## config.mk

```make
export PLATFORM = sky130hd
export DESIGN_NAME = vram_port_arbiter_flat
export DESIGN_NICKNAME = d
export VERILOG_FILES = /design/src/rtl/vram_port_arbiter_if.sv /design/src/rtl/vram_port_arbiter.sv /design/src/flat_wrapper.sv
export SDC_FILE = /design/constraint.sdc
export NUM_CORES = 1
export LEC_CHECK = 0
export CAP_MARGIN = 20
export CORE_ASPECT_RATIO = 0.75
export CORE_MARGIN = 10
export CORE_UTILIZATION = 52
export CTS_BUF_LIST = sky130_fd_sc_hd__clkbuf_2
export CTS_CLUSTER_DIAMETER = 40
export DETAILED_ROUTE_END_ITERATION = 7
export GPL_TIMING_DRIVEN = 0
export PLACE_DENSITY = 0.83
export SYNTH_ARGS = -nofsm -noshare
export SYNTH_HDL_FRONTEND = slang
export SYNTH_SLANG_ARGS = --single-unit
```

## constraint.sdc

```tcl
create_clock -name clk -period 3 [get_ports clk]
set_input_delay 0.45 -clock clk [delete_from_list [all_inputs] [get_ports clk]]
set_output_delay 0.45 -clock clk [all_outputs]
set_load 0.02 [all_outputs]
```

## src/rtl/vram_port_arbiter_if.sv

```systemverilog
// Signal bundle between the video-memory port arbiter, the host write path,
// the renderer read path and the memory macro.
interface vram_port_arbiter_if #(
    parameter int ADDR_W = 11,
    parameter int DATA_W = 32,
    parameter int DEPTH  = 4
);
    localparam int CNT_W = $clog2(DEPTH) + 1;

    logic              host_wr_valid;
    logic [ADDR_W-1:0] host_wr_addr;
    logic [DATA_W-1:0] host_wr_data;
    logic              host_wr_ready;
    logic              rd_req;
    logic [ADDR_W-1:0] rd_addr;
    logic              rd_gnt;
    logic              rd_valid;
    logic [DATA_W-1:0] rd_data;
    logic [ADDR_W-1:0] mem_addr;
    logic [DATA_W-1:0] mem_wdata;
    logic              mem_we;
    logic [DATA_W-1:0] mem_rdata;
    logic [CNT_W-1:0]  fifo_count;

    modport slave (
        input  host_wr_valid, host_wr_addr, host_wr_data, rd_req, rd_addr, mem_rdata,
        output host_wr_ready, rd_gnt, rd_valid, rd_data, mem_addr, mem_wdata, mem_we,
               fifo_count
    );

    modport master (
        output host_wr_valid, host_wr_addr, host_wr_data, rd_req, rd_addr, mem_rdata,
        input  host_wr_ready, rd_gnt, rd_valid, rd_data, mem_addr, mem_wdata, mem_we,
               fifo_count
    );
endinterface

```

## src/rtl/vram_port_arbiter.sv

```systemverilog
// Single-port video memory arbiter: renderer reads win, host writes are queued
// and drained on free cycles, with a bounded-starvation forced write.
module vram_port_arbiter #(
    parameter int ADDR_W    = 11,
    parameter int DATA_W    = 32,
    parameter int DEPTH     = 4,
    parameter int MAX_STALL = 15
) (
    input  logic               clk,
    input  logic               reset_n,
    vram_port_arbiter_if.slave bus
);
    localparam int PTR_W = $clog2(DEPTH);
    localparam int CNT_W = PTR_W + 1;
    localparam int ST_W  = $clog2(MAX_STALL + 1);

    logic [ADDR_W-1:0] addr_q [DEPTH];
    logic [DATA_W-1:0] data_q [DEPTH];
    logic [PTR_W-1:0]  wr_ptr;
    logic [PTR_W-1:0]  rd_ptr;
    logic [CNT_W-1:0]  count;
    logic [ST_W-1:0]   stall;
    logic              rd_vld_p1;

    logic full, nonempty, force_wr, rd_gnt, wr_gnt, push;

    function automatic logic [ST_W-1:0] sat_inc(input logic [ST_W-1:0] v);
        return (v == ST_W'(MAX_STALL)) ? v : v + 1'b1;
    endfunction

    assign full     = (count == CNT_W'(DEPTH));
    assign nonempty = (count != '0);
    assign force_wr = nonempty && (stall == ST_W'(MAX_STALL));
    assign rd_gnt   = bus.rd_req && !force_wr;
    assign wr_gnt   = nonempty && !rd_gnt;
    // Ready is held low throughout reset so nothing is accepted into a FIFO being cleared.
    assign bus.host_wr_ready = reset_n && !full;
    assign push              = bus.host_wr_valid && bus.host_wr_ready;

    assign bus.rd_gnt     = rd_gnt;
    assign bus.fifo_count = count;
    assign bus.rd_valid   = rd_vld_p1;
    assign bus.rd_data    = rd_vld_p1 ? bus.mem_rdata : '0;

    always_comb begin
        bus.mem_addr  = bus.rd_addr;
        bus.mem_wdata = '0;
        bus.mem_we    = 1'b0;
        if (!rd_gnt && wr_gnt) begin
            bus.mem_addr  = addr_q[rd_ptr];
            bus.mem_wdata = data_q[rd_ptr];
            bus.mem_we    = 1'b1;
        end
    end

    // p0 -> p1: FIFO storage (data only, never reset)
    always_ff @(posedge clk) begin
        if (push) begin
            addr_q[wr_ptr] <= bus.host_wr_addr;
            data_q[wr_ptr] <= bus.host_wr_data;
        end
    end

    // p0 -> p1: FIFO pointers, stall counter and read-return valid
    always_ff @(posedge clk or negedge reset_n) begin
        if (!reset_n) begin
            wr_ptr    <= '0;
            rd_ptr    <= '0;
            count     <= '0;
            stall     <= '0;
            rd_vld_p1 <= 1'b0;
        end else begin
            if (push)
                wr_ptr <= wr_ptr + 1'b1;
            if (wr_gnt)
                rd_ptr <= rd_ptr + 1'b1;
            case ({push, wr_gnt})
                2'b10:   count <= count + 1'b1;
                2'b01:   count <= count - 1'b1;
                default: count <= count;
            endcase
            if (!nonempty || wr_gnt)
                stall <= '0;
            else if (rd_gnt)
                stall <= sat_inc(stall);
            rd_vld_p1 <= rd_gnt;
        end
    end
endmodule

```

## src/flat_wrapper.sv

```systemverilog
// flat-port wrapper written by rule: the top's interface ports become plain ports
module vram_port_arbiter_flat 
#(
    parameter int ADDR_W    = 11,
    parameter int DATA_W    = 32,
    parameter int DEPTH     = 4,
    parameter int MAX_STALL = 15
)
  (clk, reset_n, bus_host_wr_valid, bus_host_wr_addr, bus_host_wr_data, bus_rd_req, bus_rd_addr, bus_mem_rdata, bus_host_wr_ready, bus_rd_gnt, bus_rd_valid, bus_rd_data, bus_mem_addr, bus_mem_wdata, bus_mem_we, bus_fifo_count);
  vram_port_arbiter_if #(.ADDR_W(ADDR_W), .DATA_W(DATA_W), .DEPTH(DEPTH)) bus_i ();
  input  logic clk;
  input  logic reset_n;
  input wire logic [$bits(bus_i.host_wr_valid)-1:0] bus_host_wr_valid;
  input wire logic [$bits(bus_i.host_wr_addr)-1:0] bus_host_wr_addr;
  input wire logic [$bits(bus_i.host_wr_data)-1:0] bus_host_wr_data;
  input wire logic [$bits(bus_i.rd_req)-1:0] bus_rd_req;
  input wire logic [$bits(bus_i.rd_addr)-1:0] bus_rd_addr;
  input wire logic [$bits(bus_i.mem_rdata)-1:0] bus_mem_rdata;
  output wire logic [$bits(bus_i.host_wr_ready)-1:0] bus_host_wr_ready;
  output wire logic [$bits(bus_i.rd_gnt)-1:0] bus_rd_gnt;
  output wire logic [$bits(bus_i.rd_valid)-1:0] bus_rd_valid;
  output wire logic [$bits(bus_i.rd_data)-1:0] bus_rd_data;
  output wire logic [$bits(bus_i.mem_addr)-1:0] bus_mem_addr;
  output wire logic [$bits(bus_i.mem_wdata)-1:0] bus_mem_wdata;
  output wire logic [$bits(bus_i.mem_we)-1:0] bus_mem_we;
  output wire logic [$bits(bus_i.fifo_count)-1:0] bus_fifo_count;
  assign bus_i.host_wr_valid = bus_host_wr_valid;
  assign bus_i.host_wr_addr = bus_host_wr_addr;
  assign bus_i.host_wr_data = bus_host_wr_data;
  assign bus_i.rd_req = bus_rd_req;
  assign bus_i.rd_addr = bus_rd_addr;
  assign bus_i.mem_rdata = bus_mem_rdata;
  assign bus_host_wr_ready = bus_i.host_wr_ready;
  assign bus_rd_gnt = bus_i.rd_gnt;
  assign bus_rd_valid = bus_i.rd_valid;
  assign bus_rd_data = bus_i.rd_data;
  assign bus_mem_addr = bus_i.mem_addr;
  assign bus_mem_wdata = bus_i.mem_wdata;
  assign bus_mem_we = bus_i.mem_we;
  assign bus_fifo_count = bus_i.fifo_count;
  vram_port_arbiter #(.ADDR_W(ADDR_W), .DATA_W(DATA_W), .DEPTH(DEPTH), .MAX_STALL(MAX_STALL)) u_core (.clk(clk), .reset_n(reset_n), .bus(bus_i));
endmodule
```

* Word-level counts from Yosys, hierarchy flattened
Memories as Yosys holds them, arrays and structs flattened.
Cells that the tools add are included.
** Storage, ports and cells
- Flip-flop bits (word level) :: 12
- RAM bits :: 172
- Input port bits :: 90
- Logic and storage cells :: 42
- Memories kept :: 2
** Cells by class
- Add/sub/neg operators :: 5
- Equal/unequal tests :: 5
- Mux-type cells :: 10
- Reduce and logical (&&, ||, !) cells :: 15
** Memories
- u_core.data_q :: depth 4, width 32, rd ports 1, clocked after memory_dff 0, wr ports 1, RTL line vram_port_arbiter.sv:18 : logic [DATA_W-1:0] data_q [DEPTH];
- u_core.addr_q :: depth 4, width 11, rd ports 1, clocked after memory_dff 0, wr ports 1, RTL line vram_port_arbiter.sv:17 : logic [ADDR_W-1:0] addr_q [DEPTH];
** Operators by type and width (number)
- $mux 32 :: 2
- $mux 4 :: 3
- $mux 11 :: 1
- $logic_and 1x1->1 :: 6
- $pmux 3 s2 :: 1
- $add 2x1->2 const B :: 2
- $add 4x1->4 const B :: 1
- $eq 4x4->1 const B :: 1
- $logic_not 1->1 :: 4
- $reduce_bool 2->1 :: 2
- $add 3x1->3 const B :: 1
- $eq 3x3->1 const B :: 1
- $mux 1 :: 3
- $reduce_bool 3->1 :: 1
- $sub 3x1->3 const B :: 1
- $eq 2x1->1 const B :: 1
- $eq 2x2->1 const B :: 1
- $ne 2x2->1 const B :: 1
- $reduce_and 2->1 :: 1
- $logic_or 1x1->1 :: 1

* Longest topological paths before layout
- Word-level depth :: 9
- Gate-level depth with buffers :: 10
- Mapped depth without buffers :: 8

* Worst setup path after synthesis
OpenSTA, ideal clock, no wires.
- Path type :: reg-to-reg
- From :: register u_core.count[1], in the netlist u_core.bus.fifo_count[1]
- To :: register u_core.count[2], in the netlist u_core.bus.fifo_count[2]
- Arrival time :: 2.385 ns
- Data required time :: 2.878 ns
- Slack :: 0.492 ns
- Cell stages (with the launch flop) :: 10
- Period minus slack after synthesis :: 2.508 ns
- Cell sequence :: dfrtp_1 or3_4 o21a_1 buf_6 clkbuf_1 ha_1 fa_1 xnor2_1 nor2_1 xnor2_1
** Between the ends
- Word-level cells in the longest chain between the ends :: 8
- Elaborated cells on any way between the ends :: 16
- Those cells by class :: add/sub (2); eq/ne (3); mux (1); reduce/logical (10)
** Ends and longest elaborated chain
- start: declaration :: RTL line vram_port_arbiter.sv:21 : logic [CNT_W-1:0] count;
- start signal: assignment :: RTL line vram_port_arbiter.sv:78 : 2'b10: count <= count + 1'b1;
- start signal: assignment :: RTL line vram_port_arbiter.sv:79 : 2'b01: count <= count - 1'b1;
- start signal: assignment :: RTL line vram_port_arbiter.sv:80 : default: count <= count;
- $reduce_bool 3->1 :: RTL line vram_port_arbiter.sv:32 : assign nonempty = (count != '0);
- $logic_and 1x1->1 :: RTL line vram_port_arbiter.sv:33 : assign force_wr = nonempty && (stall == ST_W'(MAX_STALL));
- $logic_not 1->1 :: RTL line vram_port_arbiter.sv:34 : assign rd_gnt = bus.rd_req && !force_wr;
- $logic_and 1x1->1 :: RTL line vram_port_arbiter.sv:34
- $logic_not 1->1 :: RTL line vram_port_arbiter.sv:35 : assign wr_gnt = nonempty && !rd_gnt;
- $logic_and 1x1->1 :: RTL line vram_port_arbiter.sv:35
- $eq 2x1->1 or $eq 2x2->1 (tied branches) :: RTL line vram_port_arbiter.sv:77 : case ({push, wr_gnt})
- $pmux 3 s2 or $reduce_bool 2->1 (tied branches)
Several ways; a longest one is shown, not always the timed one.
A chain may end at the register's enable or synchronous reset.

* Worst setup path in the final report
- From :: register u_core.stall[1]
- To :: output port bus_mem_addr[5]
** Between the ends
- Word-level cells in the longest chain between the ends :: 8
** Ends and longest elaborated chain
- start: declaration :: RTL line vram_port_arbiter.sv:22 : logic [ST_W-1:0] stall;
- start signal: assignment :: RTL line vram_port_arbiter.sv:85 : stall <= sat_inc(stall);
- $eq 4x4->1 (*) :: RTL line vram_port_arbiter.sv:33
- $logic_and 1x1->1 (*) :: RTL line vram_port_arbiter.sv:33
- $logic_not 1->1 (*) :: RTL line vram_port_arbiter.sv:34
- $logic_and 1x1->1 (*) :: RTL line vram_port_arbiter.sv:34
- $logic_not 1->1 (*) :: RTL line vram_port_arbiter.sv:35, vram_port_arbiter.sv:49
- $logic_and 1x1->1 :: RTL line vram_port_arbiter.sv:35
- $logic_and 1x1->1 (*) :: RTL line vram_port_arbiter.sv:49 : if (!rd_gnt && wr_gnt) begin
- $mux 11 (*) :: RTL line vram_port_arbiter.sv:49
- end: declaration :: RTL line flat_wrapper.sv:23 : output wire logic [$bits(bus_i.mem_addr)-1:0] bus_mem_addr;
Mark *: on every way between the ends. The rest lies on a longest branch, timed or not.

==> impl_metrics.env <==
export IMPL_viasPerCell=5.35
export IMPL_cts_sinks=184
export IMPL_netlist_instances=362
export IMPL_ant_nets=0
export IMPL_final_max_slew_viol_count=0
export IMPL_critPathCaptureType="output pin"
export IMPL_grt_pass1_wl_mm=25.1
export IMPL_drtIter0Drc=236
export IMPL_yosys_area_top_type="edfxtp_1"
export IMPL_diodes=0
export IMPL_p_int_mw=5.03
export IMPL_grt_pass1_vias=4443
export IMPL_final_setup_viol_count=5
export IMPL_finalPower_mw=7.45
export IMPL_grt_usage=0.173
export IMPL_seqPwrFrac=0.433
export IMPL_clk_pin_slew_worst_paths_ps=290
export IMPL_ioPinCount=172
export IMPL_final_common_cell="edfxtp_1"
export IMPL_overflow=0
export IMPL_yosysSeqAreaShare=0.737
export IMPL_vdd_drop_max_uv=464
export IMPL_grt_setup_unrepaired="true"
export IMPL_via_count=4029
export IMPL_yosysWarnings=0
export IMPL_grt_max_degree=31
export IMPL_cts_root_buf="clkbuf_2"
export IMPL_ys_top_cells_by_area="edfxtp_1 70%, mux4_2 13%, and2_1 5.7%"
export IMPL_drv_cap=0
export IMPL_dp_hpwl_mm=11.7
export IMPL_dpl_cell_count=712
export IMPL_max_clock_freq_ghz=0.332
export IMPL_syn_num_nets=459
export IMPL_port_buffers=171
export IMPL_start_kind="flip-flop"
export IMPL_final_cells=753
export IMPL_numCtsBuffers=17
export IMPL_die_width_um=158
export IMPL_avgRoutedWirePerCell_um=22.2
export IMPL_hold_path_class="input port to flip-flop"
export IMPL_violations="negative setup slack"
export IMPL_p_sw_frac=0.325
export IMPL_die_area_sq_mm=0.0195
export IMPL_power_frac_comb=0.385
export IMPL_syn_area_per_cell_sq_um=20.5
export IMPL_num_nets_final=662
export IMPL_post_synth_top_area_fraction=0.696
export IMPL_cts_tree="done"
export IMPL_hold_viol_final=0
export IMPL_period_share=1.00
export IMPL_synth_area_sq_mm=0.00742
export IMPL_layout_drive_gt1_share=0.291
export IMPL_core_area_sq_mm=0.0138
export IMPL_drc_errors=0
export IMPL_final_min_clock_period_ps=3010
export IMPL_slew_headroom=0.437
export IMPL_arrival_ps=2560
export IMPL_status="complete, but fails checks"
export IMPL_ys_seq_elements=184
export IMPL_cp_required_ps=2550
export IMPL_critPathMaxFanout=10
export IMPL_p_clk_frac=0.183
export IMPL_ys_types=30
export IMPL_start_util=0.536
export IMPL_max_slew_worst_pin_slew_ps=844
export IMPL_gp_congestion=0.756
export IMPL_drt_pass1_iter_count=4
export IMPL_cellPowerDensity_mw_per_mm2=764
export IMPL_syn_to_final_growth_pct=31.5
export IMPL_htree_levels=4
export IMPL_die_y_um=123
export IMPL_mostFrequentLayoutCells="172 x edfxtp_1, 126 x clkdlybuf4s50_1, 63 x and2_1, 43 x mux4_2, 24 x buf_2"
export IMPL_static_leakage_power_nw=3.44
export IMPL_r2r_slack_ps=540
export IMPL_fin_skew_ps=45.8
export IMPL_setup_ws_ps=-9.73
export IMPL_cts_buffer_depth=2
export IMPL_antenna_found_initial=0
export IMPL_rows=37
export IMPL_clock_latency_ps=730
export IMPL_routed_wl_mm=16.7
export IMPL_power_switching_mw=2.42
export IMPL_critPathKind="flip-flop to output pin"
-- power groups by stage --
| stage | clock network (mW) | logic, mW | registers, mW |
|---|---|---|---|
| 2_1_floorplan | 0 | 1.74 | 3.30 |
| 3_3_place_gp | 0 | 2.78 | 3.30 |
| 3_5_place_dp | 0 | 2.88 | 3.30 |
| 4_1_cts | 1.40 | 2.84 | 3.22 |
| 5_1_grt | 1.52 | 3.08 | 3.25 |
| 6_report | 1.36 | 2.87 | 3.22 |
-- stage by stage --
stage / instance area [sq um] / TNS, ps / util / hold slack, ps / setup slack, ps
floorplan: 7420 / 0 / - / 154 / 492
global placement: 9350 / -168380 / 0.675 / 477 / -989
detailed placement: 9440 / -1640 / 0.682 / 506 / -103
CTS: 9680 / -347 / 0.699 / 211 / -55.0
global route: 9750 / -1080 / 0.704 / 204 / -126
finish: 9750 / -27.5 / 0.704 / 275 / -9.73
-- final cells by class --
cell class	count	area, sq um
flip-flops and latches	184	5470
fillers	891	4090
multi-input cells	154	1850
repair buffers	184	1740
well taps	175	219
clock inverters	15	204
plain buffers	18	163
clock buffers	17	85.1
inverters	6	22.5
-- logic make-up after synthesis --
logic type | count (synthesis) | share of synthesized area
muxes | 56 | 0.153
buffers and inverters | 24 | 0.0169
adders and majority gates | 7 | 0.0128
and+or+nand+nor | 76 | 0.0641
AOI/OAI and AO/OA | 8 | 0.00759
xor gates and xnor gates | 7 | 0.00827
DFF | 184 | 0.737
-- metal layers --
metal  global-route usage  share of wire  vias up
li1                     -              -     1837
met1                0.209           0.40     2063
met2                0.299           0.53      117
met3               0.0534          0.067       12
met4               0.0437         0.0067        0
met5                    0              0        -
-- flip-flops by register name, summed over array words and instances (netlist names) --
| signal | flops |
|---|---|
| u_core.bus.rd_valid | 1 |
| u_core.stall | 4 |
| u_core.addr_q | 44 |
| u_core.wr_ptr | 2 |
| u_core.rd_ptr | 2 |
| u_core.bus.fifo_count | 3 |
| u_core.data_q | 128 |
-- cells in the mapped netlist --
library cell	instances
buf_8	1
nor2_1	2
buf_1	1
buf_6	2
or3_4	1
edfxtp_1	172
a21oi_1	3
nand2_1	1
fa_1	1
xnor2_1	5
mux2_4	6
ha_1	6
clkbuf_1	9
mux2_2	7
o31a_1	1
mux4_2	43
inv_1	6
nor3b_1	1
buf_4	1
xor2_1	2
dfrtp_1	12
and3_1	1
nand4b_1	1
o211a_1	1
and2_1	68
buf_2	4
o21ai_0	1
nor3_1	1
o311a_1	1
o21a_1	1
-- repair_timing --
item | in CTS | in global routing
endpoints found under the setup margin | 45 | 40
hold buffers | 2 | 0
buffers inserted | 5 | 1
endpoints found under the hold margin | 10 | 0
gates cloned | 1 | 0
gates resized for setup | 207 | 30
pin swaps | 1 | 0
-- worst paths after layout --
kind	cells past startpoint	startpoint	end
hold reg to reg	2	u_core.stall[0]	u_core.stall[0]
hold / removal	3	bus_rd_req	u_core.bus.rd_valid
setup reg to reg	10	u_core.stall[1]	u_core.bus.fifo_count[2]
max in group asynchronous	3	reset_n	u_core.bus.fifo_count[0]
min in group asynchronous	2	reset_n	u_core.rd_ptr[1]
setup / recovery	7	u_core.stall[1]	bus_mem_addr[5]
-- critical path, stage by stage, from the launching register on --
cell	delay, ps
dfrtp_1	470
ha_2	200
and3_4	190
o21a_1	210
buf_6	150
buf_12	150
mux2_4	300
buf_6	130
(Power assumes the default switching activity.)
